===== src/rtl/shift_reg_driver.sv =====
// Command sequencer for a WIDTH-bit shift register. It accepts a command (initial word,
// direction, mode, step count, per-step serial bits), applies the operation count times by
// feeding each sampled dataout back as the next datain, and returns the final word on a
// valid/ready result port.
// Optional build macro SHIFT_DRV_CHECK_EN adds a per-step reference check with a sticky
// err_mismatch output.
module shift_reg_driver #(
  parameter int unsigned WIDTH      = 6,
  parameter int unsigned MAX_STEPS  = 8,
  parameter int unsigned SR_LATENCY = 1,
  localparam int unsigned CNT_W     = $clog2(MAX_STEPS + 1)
) (
  input  logic                 clk,
  input  logic                 rst_n,
  input  logic                 cmd_valid,
  output logic                 cmd_ready,
  input  logic [WIDTH-1:0]     cmd_data,
  input  logic                 cmd_dir,
  input  logic                 cmd_mode,
  input  logic [CNT_W-1:0]     cmd_count,
  input  logic [MAX_STEPS-1:0] cmd_serial,
  output logic [WIDTH-1:0]     sr_datain,
  output logic                 sr_serial_in,
  output logic                 sr_direction,
  output logic                 sr_mode,
  input  logic [WIDTH-1:0]     sr_dataout,
  output logic                 res_valid,
  input  logic                 res_ready,
  output logic [WIDTH-1:0]     res_data,
  output logic                 busy
`ifdef SHIFT_DRV_CHECK_EN
  ,
  output logic                 err_mismatch
`endif
);

  localparam int unsigned LAT_W = (SR_LATENCY < 1) ? 1 : $clog2(SR_LATENCY + 1);

  typedef enum logic [1:0] {StIdle, StStep, StResult} state_e;

  state_e               state_q, state_d;
  logic [WIDTH-1:0]     cur_q, cur_d;
  logic                 dir_q, dir_d;
  logic                 mode_q, mode_d;
  // Serial bits shift down one place per step, so bit 0 is always the current step's bit.
  logic [MAX_STEPS-1:0] serial_q, serial_d;
  logic [CNT_W-1:0]     steps_q, steps_d;
  logic [LAT_W-1:0]     lat_q, lat_d;
  logic                 sample;

  // Sample cycle: last cycle of a step, when dataout reflects the inputs driven this step.
  assign sample = (state_q == StStep) && (lat_q == '0);

  // State and datapath registers.
  always_ff @(posedge clk or negedge rst_n) begin
    if (!rst_n) begin
      state_q  <= StIdle;
      cur_q    <= '0;
      dir_q    <= 1'b0;
      mode_q   <= 1'b0;
      serial_q <= '0;
      steps_q  <= '0;
      lat_q    <= '0;
    end else begin
      state_q  <= state_d;
      cur_q    <= cur_d;
      dir_q    <= dir_d;
      mode_q   <= mode_d;
      serial_q <= serial_d;
      steps_q  <= steps_d;
      lat_q    <= lat_d;
    end
  end

  // Next-state logic and outputs.
  always_comb begin
    state_d      = state_q;
    cur_d        = cur_q;
    dir_d        = dir_q;
    mode_d       = mode_q;
    serial_d     = serial_q;
    steps_d      = steps_q;
    lat_d        = lat_q;
    sr_serial_in = 1'b0;
    sr_direction = 1'b0;
    sr_mode      = 1'b0;
    cmd_ready    = 1'b0;
    res_valid    = 1'b0;
    busy         = 1'b1;
    unique case (state_q)
      StIdle: begin
        cmd_ready = 1'b1;
        busy      = 1'b0;
        if (cmd_valid) begin
          cur_d    = cmd_data;
          dir_d    = cmd_dir;
          mode_d   = cmd_mode;
          serial_d = cmd_serial;
          steps_d  = (cmd_count > CNT_W'(MAX_STEPS)) ? CNT_W'(MAX_STEPS) : cmd_count;
          lat_d    = LAT_W'(SR_LATENCY);
          state_d  = (steps_d == '0) ? StResult : StStep;
        end
      end
      StStep: begin
        sr_serial_in = serial_q[0];
        sr_direction = dir_q;
        sr_mode      = mode_q;
        if (sample) begin
          cur_d    = sr_dataout;
          serial_d = serial_q >> 1;
          steps_d  = steps_q - CNT_W'(1);
          lat_d    = LAT_W'(SR_LATENCY);
          if (steps_q == CNT_W'(1)) begin
            state_d = StResult;
          end
        end else begin
          lat_d = lat_q - LAT_W'(1);
        end
      end
      StResult: begin
        res_valid = 1'b1;
        if (res_ready) begin
          state_d = StIdle;
        end
      end
      default: state_d = StIdle;
    endcase
  end

  assign sr_datain = cur_q;
  assign res_data  = cur_q;

`ifdef SHIFT_DRV_CHECK_EN
  logic [WIDTH-1:0] exp_word;
  logic             err_q;

  // Expected shift register result for the step currently being driven.
  always_comb begin
    unique case ({mode_q, dir_q})
      2'b11:   exp_word = {cur_q[WIDTH-2:0], cur_q[WIDTH-1]};
      2'b10:   exp_word = {cur_q[0], cur_q[WIDTH-1:1]};
      2'b01:   exp_word = {cur_q[WIDTH-2:0], serial_q[0]};
      default: exp_word = {serial_q[0], cur_q[WIDTH-1:1]};
    endcase
  end

  // Sticky mismatch flag, cleared only by reset.
  always_ff @(posedge clk or negedge rst_n) begin
    if (!rst_n) begin
      err_q <= 1'b0;
    end else if (sample && (sr_dataout != exp_word)) begin
      err_q <= 1'b1;
    end
  end

  assign err_mismatch = err_q;
`endif

endmodule

===== config.mk =====
export PLATFORM = sky130hd
export DESIGN_NAME = shift_reg_driver
export DESIGN_NICKNAME = d
export VERILOG_FILES = /design/src/rtl/shift_reg_driver.sv
export SDC_FILE = /design/constraint.sdc
export NUM_CORES = 1
export LEC_CHECK = 0
export CAP_MARGIN = 20
export CORE_UTILIZATION = 30
export DETAILED_ROUTE_END_ITERATION = 16
export PLACE_DENSITY = 0.6
export SLEW_MARGIN = 5
export SYNTH_ARGS = -nofsm -noshare
export SYNTH_HDL_FRONTEND = slang
export SYNTH_SLANG_ARGS = --single-unit
export TNS_END_PERCENT = 20

===== constraint.sdc =====
create_clock -name clk -period 4.5 [get_ports clk]
set_input_delay 0.9 -clock clk [delete_from_list [all_inputs] [get_ports clk]]
set_output_delay 0.9 -clock clk [all_outputs]
set_load 0.01 [all_outputs]

After elaboration in Yosys (flattened, before gate mapping) --
Cells that the tools add are included.
Storage, ports and cells: input port bits 30, register bits 23, logic and storage cells 51, output and inout bits 18
Operators by class: add/subtract/negate cells 2, bitwise gates (word level) 1, reduce and logical (&&, ||, !) cells 8, multiplexer cells 25, equality and inequality tests 7, $lt $le $gt $ge 1
Operators with widths (count):
- two-way mux 8 bit | 2
- case mux 8 bit (2 select lines) | 1
- two-way mux 4 bit | 3
- two-way mux 6 bit | 2
- case mux 6 bit (2 select lines) | 1
- two-way mux 2 bit | 5
- two-way mux 1 bit | 8
- case mux 4 bit (2 select lines) | 1
- != test 2 bit (second input constant) | 3
- case mux 2 bit (3 select lines) | 1
- equality test 4 x 1 -> 1 bit (second input constant) | 1
- > comparator 4 bit (second input constant) | 1
- logical NOT 4 bit | 1
- AND reduction 2 bit | 2
- AND reduction 4 bit | 1
- subtractor 4 x 1 -> 4 bit (second input constant) | 1
- AND reduction 3 bit | 1
- equality test 2 x 1 -> 1 bit (second input constant) | 1
- equality test 2 bit (second input constant) | 1
- logical NOT 2 bit | 1
- != test 2 x 1 -> 1 bit (second input constant) | 1
- case mux 1 bit (2 select lines) | 1
- nonzero test 2 bit | 1
- logical AND 1 bit | 1
- 2 further kinds | 2

Longest topological paths before layout --
Gate-level depths: netlist of run 1.
depth in word-level cells 6, mapped depth 5, gate-level depth less buffers 5

Least setup slack after synthesis of run 1 --
OpenSTA, ideal clock, no wires.
path kind register to output, start point register state_q[1], end point output port busy, buffers on the path 1, data required time 3600 ps, path slack 2664 ps, cell stages (with the launch flop) 4, data arrival time 936 ps, path through dfrtp_1 > buf_2 > nor2_1 > inv_1
On the way: cells in the longest elaborated chain, start to end 2
RTL lines:
- start: declaration | RTL line 41 | state_e state_q, state_d;
- start signal: assignment | RTL line 57 | state_q <= StIdle;
- start signal: assignment | RTL line 65 | state_q <= state_d;
- logical NOT 2 bit | RTL line 90 | unique case (state_q)
- two-way mux 1 bit | RTL line 90
- end: declaration | RTL line 30 | output logic busy
No other way between the ends.

Final worst setup path of run 1 --
start point register state_q[0], end point output port sr_serial_in
On the way: cells in the longest elaborated chain, start to end 2
RTL lines:
- equality test 2 x 1 -> 1 bit | RTL line 90
- two-way mux 1 bit | RTL line 90
- end: declaration | RTL line 23 | output logic sr_serial_in,
No other way between the ends.

==> results.sh, run 1 <==
export IMPL_synth_area_um2=1370
export IMPL_syn_nets=139
export IMPL_power_mw=1.23
export IMPL_wl_per_cell_um=13.7
export IMPL_track_usage=0.124
export IMPL_p_leak_nw=0.787
export IMPL_fmax_ghz=0.327
export IMPL_boundaryPins=48
export IMPL_placed_area_um2=1810
export IMPL_synth_area_per_cell_um2=12.8
export IMPL_port_buffers=47
export IMPL_setup_violations=0
export IMPL_final_cells=200
export IMPL_cp_start_kind="register"
export IMPL_required_ns=3.60
export IMPL_insertion_delay_ns=0.26
export IMPL_final_util=0.426
export IMPL_start_util=0.313
export IMPL_ant_nets=0
export IMPL_fp_row_count=24
export IMPL_crit_fanout=20
export IMPL_whs_ns=0.505
export IMPL_seq_area_frac_synth=0.419
export IMPL_area_delta_synth_final_pct=36.2
export IMPL_grt_pass1_wl_um=4840
export IMPL_regArea_um2=576
export IMPL_hp_class="reg -> reg"
export IMPL_finalSetupTns_ns=0
export IMPL_peakVddDrop_mv=0.208
export IMPL_die_area_um2=4850
export IMPL_setup_ws_ns=1.44
export IMPL_antenna_found_initial=0
export IMPL_clkTransAtPathRegs_ns=0.08
export IMPL_synth_seq_cells=23
export IMPL_ys_types=30
export IMPL_die_w_um=69.6
export IMPL_antenna_cells=0
export IMPL_gp_congestion=0.727
export IMPL_cts_setup_buffers=0
export IMPL_drc=0
export IMPL_drt_total_wl_um=2750
export IMPL_dp_cells=195
export IMPL_drtIter0Drc=12
export IMPL_via_count=952
export IMPL_rsz0062_at_grt="no"
export IMPL_critical_path_max_stage_delay_ns=0.63
export IMPL_grt_overflow=0
export IMPL_postLayoutCellArea_um2=1870
export IMPL_vias_per_cell=4.76
export IMPL_cts_repair_resized=0
export IMPL_layout_common_cells="47 x clkdlybuf4s50_1, 23 x dfrtp_1, 15 x mux2_4"
export IMPL_hpwl_um=2010
export IMPL_hold_viol=0
export IMPL_place_ws_ns=1.71
export IMPL_final_common_cell="clkdlybuf4s50_1"
export IMPL_min_period_over_period=0.680
export IMPL_min_period_ns=3.06
export IMPL_report_final_slew_viol_count=0
export IMPL_grt_max_degree=24
export IMPL_cts_root_buffer="clkbuf_8"
export IMPL_syn_inst=107
export IMPL_fillers=428
export IMPL_critPathKind="reg -> out"
export IMPL_worstPathArrival_ns=2.16
export IMPL_maxCapViolCount=0
export IMPL_core_um2=4380
export IMPL_grt_pass1_vias=1049
export IMPL_maxSlewHeadroom=0.552
export IMPL_clk_path_buf_depth=2
export IMPL_cts_tree="yes"
export IMPL_final_nets=181
export IMPL_finalClockSkew_ns=0.00426
export IMPL_firstDrtPassIters=4
export IMPL_power_density_nw_per_um2=658
export IMPL_cts_sinks=23
export IMPL_crit_chain="nor2b_4 > and2_1 > clkdlybuf4s50_1"
export IMPL_cts_made_buffers=3
export IMPL_multi_input_area_um2=676
export IMPL_die_y_um=69.6
export IMPL_yosys_warnings=0
export IMPL_crit_path_end_kind="output port"
export IMPL_cp_slowest_cell="nor2b_4"
export IMPL_htreeDepth=1
export IMPL_drive_gt1_frac=0.243
export IMPL_worstMarginPinSlew_ns=0.670
export IMPL_status="finished, final reports clean"
export IMPL_cts_hold_fix_buffers=0
[path summary, 6_finish.rpt]
kind / start / endpoint / slack [ns] / cells after the start
max: state_q[0] / sr_serial_in / 1.44 / 3
min: mode_q / mode_q / 0.51 / 1
max reg2reg: state_q[0] / serial_q[2] / 2.57 / 3
min reg2reg: mode_q / mode_q / 0.51 / 1
max in group asynchronous: rst_n / serial_q[0] / 2.99 / 2
min in group asynchronous: rst_n / steps_q[3] / 1.01 / 1
[metal layers]
layer  up-vias  share of wire  global-route usage
li1        454              -                   -
met1       460           0.43               0.146
met2        36           0.50               0.220
met3         2          0.059              0.0305
met4         0         0.0044              0.0400
met5         -              0                   0
[cells in the mapped netlist]
library cell  instances  area share
buf_8                 1       0.011
a221oi_1              2       0.013
inv_1                 6       0.016
or3_1                 1      0.0046
dfrtp_1              23        0.42
buf_6                 3       0.025
nor2b_4               1       0.010
a2bb2oi_1             2       0.013
o32ai_1               1      0.0064
mux2i_1               4       0.029
mux2_2               14        0.11
o21ai_0               1      0.0036
nand3_1               1      0.0036
o22ai_1               2      0.0091
nand3b_1              1      0.0055
buf_2                 1      0.0036
nor2b_1               2      0.0091
mux2_4               15        0.16
nand2b_1              4       0.018
a211oi_1              1      0.0055
nor4_1                1      0.0046
nand2b_4              1       0.010
nand2_1               2      0.0055
buf_4                 6       0.033
a21oi_1               2      0.0073
and2_1                3       0.014
a21oi_4               1       0.012
ha_1                  2       0.018
nor2_1                2      0.0055
nor4b_1               1      0.0064
[flip-flops by register name, indices dropped and copies added (netlist names)]
| register | count |
|---|---|
| res_data | 6 |
| lat_q | 1 |
| state_q | 2 |
| serial_q | 8 |
| mode_q | 1 |
| steps_q | 4 |
| dir_q | 1 |
[critical path, delay by kind of cell, from the launching register on]
kind                   cells  cell delay, ns
DFF                        1            0.51
and+or+nand+nor            2            0.85
buffers and inverters      1            0.53
[area by class of cell]
class,instances,share of cell area
Multi-Input combinational cell,67,0.361
Clock buffer,4,0.0241
Timing Repair Buffer,48,0.260
Inverter,6,0.0120
Sequential cell,23,0.308
Tap cell,52,0.0348
[kinds of logic (layout without fill, tap and decap cells)]
kind of cell	count (synthesis)	in the layout	share of synthesized area
compound gates	12	12	0.0693
simple gates	20	20	0.0966
fa+ha+maj	2	2	0.0182
buf+inv	17	58	0.0884
flops	23	23	0.419
mux	33	33	0.308
[power breakdown]
group | internal [mW] | switching (mW) | leakage [nW] | total, mW
Clock | 0.0630 | 0.0621 | 0.0228 | 0.125
Sequential | 0.314 | 0.0819 | 0.271 | 0.396
Combinational | 0.440 | 0.269 | 0.493 | 0.709
Total | 0.817 | 0.413 | 0.787 | 1.23
Power figures use the tool's default switching activity.
==> inputs of run 2 (changes only) <==
Clock period 4.5 ns to 3.1 ns, I/O delays scaled along.
==> run 2 against run 1 <==
Setup slack got worse by 0.70 ns. Combinational power is 45% higher. Critical path depth did not move. Core utilization did not move. Final area unchanged. First-iteration DRC count up 17%. Count of clock-buffer cells in the layout unchanged. Die area unchanged. Clock power increased by 42%. Clock skew decreased by 0.0030 ns. Hold slack got worse by 0.0045 ns. Register-to-register slack lost 1.3 ns. Largest cell class unchanged.
==> results.sh, run 2 (same netlist as run 1, synthesis figures left out) <==
export IMPL_status="finished, final reports clean"
export IMPL_drc=0
export IMPL_min_period_over_period=0.762
export IMPL_place_ws_ns=0.671
export IMPL_worstMarginPinSlew_ns=0.658
export IMPL_wl_per_cell_um=13.1
export IMPL_cts_sinks=23
export IMPL_core_um2=4380
export IMPL_layout_common_cells="47 x clkdlybuf4s50_1, 23 x dfrtp_1, 15 x mux2_4"
export IMPL_path_buf_inv=1
export IMPL_track_usage=0.115
export IMPL_htreeDepth=1
export IMPL_cts_setup_buffers=0
export IMPL_required_ns=2.48
export IMPL_power_density_nw_per_um2=956
export IMPL_path_delay_family="buffers and inverters"
export IMPL_drive_gt1_frac=0.248
export IMPL_worstPathArrival_ns=1.74
export IMPL_p_leak_nw=0.790
export IMPL_maxCapViolCount=0
export IMPL_area_delta_synth_final_pct=36.2
export IMPL_cts_made_buffers=3
export IMPL_clkTransAtPathRegs_ns=0.08
export IMPL_fillers=413
export IMPL_fp_row_count=24
export IMPL_insertion_delay_ns=0.25
export IMPL_regMostFlops="serial_q"
export IMPL_cp_start_kind="register"
export IMPL_cts_hold_fix_buffers=0
export IMPL_fmax_ghz=0.423
export IMPL_gp_congestion=0.769
export IMPL_largest_register_ffs=8
export IMPL_cts_tree="yes"
export IMPL_antenna_cells=0
export IMPL_die_area_um2=4850
export IMPL_grt_overflow=0
export IMPL_critPathKind="reg -> out"
export IMPL_vias_per_cell=4.74
export IMPL_crit_chain="nor2b_4 > and2_1 > clkdlybuf4s50_1"
export IMPL_hold_viol=0
export IMPL_finalSetupTns_ns=0
export IMPL_final_common_cell="clkdlybuf4s50_1"
export IMPL_drtIter0Drc=14
export IMPL_setup_ws_ns=0.737
export IMPL_via_count=953
export IMPL_port_buffers=47
export IMPL_setup_violations=0
export IMPL_maxSlewHeadroom=0.560
export IMPL_antenna_found_initial=0
export IMPL_die_y_um=69.6
export IMPL_grt_pass1_wl_um=4520
export IMPL_grt_max_degree=24
export IMPL_peakVddDrop_mv=0.316
export IMPL_ant_nets=0
export IMPL_grt_pass1_vias=997
export IMPL_cts_root_buffer="clkbuf_8"
export IMPL_drt_total_wl_um=2640
export IMPL_die_w_um=69.6
export IMPL_boundaryPins=48
export IMPL_cts_repair_resized=0
export IMPL_hpwl_um=2000
export IMPL_firstDrtPassIters=2
export IMPL_finalClockSkew_ns=0.00121
export IMPL_start_util=0.313
export IMPL_whs_ns=0.501
export IMPL_final_nets=182
export IMPL_critical_path_max_stage_delay_ns=0.53
export IMPL_hp_class="reg -> reg"
export IMPL_min_period_ns=2.36
export IMPL_report_final_slew_viol_count=0
export IMPL_crit_fanout=10
export IMPL_rsz0062_at_grt="no"
export IMPL_clk_path_buf_depth=2
export IMPL_crit_path_end_kind="output port"
export IMPL_cp_slowest_cell="clkdlybuf4s50_1"
[run 2: area by class of cell]
cell class	count	area (µm²)	area share
multi-input cells	67	676	0.361
flip-flops and latches	23	576	0.308
repair buffers	49	485	0.260
well taps	52	65.1	0.0348
clock buffers	4	45.0	0.0241
inverters	6	22.5	0.0120
[run 2: where the power goes]
group | internal, mW | total, mW | leakage [nW] | switching (mW)
Combinational | 0.646 | 1.03 | 0.496 | 0.388
Clock | 0.0913 | 0.177 | 0.0228 | 0.0854
Sequential | 0.456 | 0.575 | 0.271 | 0.119
[run 2: per-layer routing]
layer | vias to the layer above | GRT usage | wire length, µm
met5 | - | 0 | 0
met4 | 0 | 0.0267 | 12
met3 | 2 | 0.0247 | 168
met2 | 36 | 0.194 | 1250
met1 | 461 | 0.150 | 1210
li1 | 454 | - | -
[run 2: metrics by stage]
step	cell area, µm²	std cells	util	power (mW)
floorplan	1370	107	-	1.35
global placement	1820	197	0.416	1.60
detailed placement	1820	197	0.416	1.63
CTS	1870	201	0.426	1.82
global route	1870	201	0.426	1.91
finish	1870	201	0.426	1.79
[run 2: worst paths after layout]
check | startpoint | endpoint | slack (ns) | cells past startpoint
setup / recovery | state_q[0] | sr_direction | 0.74 | 3
hold / removal | dir_q | dir_q | 0.50 | 1
setup reg to reg | state_q[0] | serial_q[3] | 1.27 | 4
hold reg to reg | dir_q | dir_q | 0.50 | 1
max in group asynchronous | rst_n | serial_q[5] | 2.16 | 2
min in group asynchronous | rst_n | res_data[5] | 0.71 | 2
==> inputs of run 3 (changes only) <==
Clock period 3.1 ns to 2.25 ns, I/O delays scaled along.
==> run 3 against run 2 <==
Routed wire length increased by 5.1%. Setup slack lost 0.64 ns. Sequential share of layout area fell by 0.22 points. Flip-flop and latch count unchanged. Non-clock buffer count grew 2. Largest cell class unchanged. Highest routed layer unchanged.
==> results.sh, run 3 (same netlist as run 1, synthesis figures left out) <==
export IMPL_status="finished, final reports clean"
export IMPL_final_common_cell="clkdlybuf4s50_1"
export IMPL_hold_viol=0
export IMPL_drtIter0Drc=19
export IMPL_power_mw=2.51
export IMPL_firstDrtPassIters=4
export IMPL_gp_congestion=0.770
export IMPL_clkTransAtPathRegs_ns=0.08
export IMPL_vias_per_cell=4.70
export IMPL_core_um2=4380
export IMPL_regMostFlops="serial_q"
export IMPL_die_y_um=69.6
export IMPL_crit_fanout=9
export IMPL_grt_pass1_vias=966
export IMPL_setup_violations=0
export IMPL_crit_chain="nor2b_4 > and2_1 > clkdlybuf4s50_1"
export IMPL_drt_total_wl_um=2780
export IMPL_area_delta_synth_final_pct=37.5
export IMPL_htreeDepth=1
export IMPL_critPathKind="reg -> out"
export IMPL_cp_slowest_cell="clkdlybuf4s50_1"
export IMPL_clk_path_buf_depth=2
export IMPL_fmax_ghz=0.464
export IMPL_hpwl_um=2130
export IMPL_cts_hold_fix_buffers=0
export IMPL_p_leak_nw=0.802
export IMPL_maxCapViolCount=0
export IMPL_power_density_nw_per_um2=1330
export IMPL_track_usage=0.123
export IMPL_rsz0062_at_grt="no"
export IMPL_via_count=955
export IMPL_final_nets=184
export IMPL_peakVddDrop_mv=0.435
export IMPL_cp_start_kind="register"
export IMPL_port_buffers=47
export IMPL_worstMarginPinSlew_ns=0.387
export IMPL_finalSetupTns_ns=0
export IMPL_finalClockSkew_ns=0.00185
export IMPL_ant_nets=0
export IMPL_fp_row_count=24
export IMPL_grt_max_degree=24
export IMPL_placed_area_um2=1840
export IMPL_largest_register_ffs=8
export IMPL_antenna_found_initial=0
export IMPL_cts_root_buffer="clkbuf_8"
export IMPL_maxSlewHeadroom=0.738
export IMPL_cts_made_buffers=3
export IMPL_required_ns=1.80
export IMPL_insertion_delay_ns=0.26
export IMPL_min_period_ns=2.16
export IMPL_path_buf_inv=1
export IMPL_wl_per_cell_um=13.7
export IMPL_fillers=422
export IMPL_cts_sinks=23
export IMPL_grt_pass1_wl_um=4770
export IMPL_layout_common_cells="47 x clkdlybuf4s50_1, 22 x dfrtp_1, 15 x mux2_4"
export IMPL_min_period_over_period=0.959
export IMPL_grt_overflow=0
export IMPL_boundaryPins=48
export IMPL_hp_class="reg -> reg"
export IMPL_cts_tree="yes"
export IMPL_final_util=0.430
export IMPL_report_final_slew_viol_count=0
export IMPL_drc=0
export IMPL_drive_gt1_frac=0.272
export IMPL_antenna_cells=0
export IMPL_die_w_um=69.6
export IMPL_crit_path_end_kind="output port"
export IMPL_worstPathArrival_ns=1.71
export IMPL_die_area_um2=4850
export IMPL_critical_path_max_stage_delay_ns=0.53
export IMPL_postLayoutCellArea_um2=1890
export IMPL_start_util=0.313
export IMPL_path_delay_family="buffers and inverters"
run 3: changes by cell type in the layout (fill, tap and decap cells not counted), sizes merged:
cell / change
clkinv: +1
clkbuf: -1
buf: +2
run 3: layer usage:
metal,vias to the layer above,GRT usage,routed length (µm)
met2,36,0.182,1290
li1,460,-,-
met1,457,0.169,1320
met3,2,0.0349,154
met4,0,0.0489,14
met5,-,0,0
run 3: final timing paths:
path,from,endpoint,slack (ns),cells past startpoint
setup / recovery,state_q[1],sr_direction,0.09,3
hold / removal,mode_q,mode_q,0.51,1
setup reg to reg,state_q[1],serial_q[3],0.45,4
hold reg to reg,mode_q,mode_q,0.51,1
max in group asynchronous,rst_n,state_q[0],1.45,2
min in group asynchronous,rst_n,serial_q[1],0.55,2
run 3: layout make-up:
class	instances	area, µm²	area share
clock inverters	1	5.00	0.00265
multi-input cells	67	676	0.358
flip-flops and latches	23	577	0.306
clock buffers	3	41.3	0.0219
repair buffers	51	500	0.265
inverters	6	22.5	0.0119
well taps	52	65.1	0.0345
run 3: repair_timing:
item                       in CTS  in global routing
setup buffers                   0                  0
setup endpoints to repair       0                  3
gates resized for setup         0                  1
run 3: metrics by stage:
| stage | hold slack (ns) | std cells | setup slack, ns |
|---|---|---|---|
| finish | 0.506 | 203 | 0.0926 |
| global route | 0.531 | 203 | 0.00319 |
| CTS | 0.513 | 203 | 0.0292 |
| detailed placement | 0.494 | 199 | 0.224 |
| global placement | 0.482 | 199 | 0.274 |
| floorplan | 0.154 | 107 | 0.756 |
run 3: where the power goes:
group	internal [mW]	total [mW]	switching, mW
sequential	0.631	0.799	0.169
combinational	0.911	1.46	0.546
clock	0.123	0.250	0.126
total	1.67	2.51	0.841
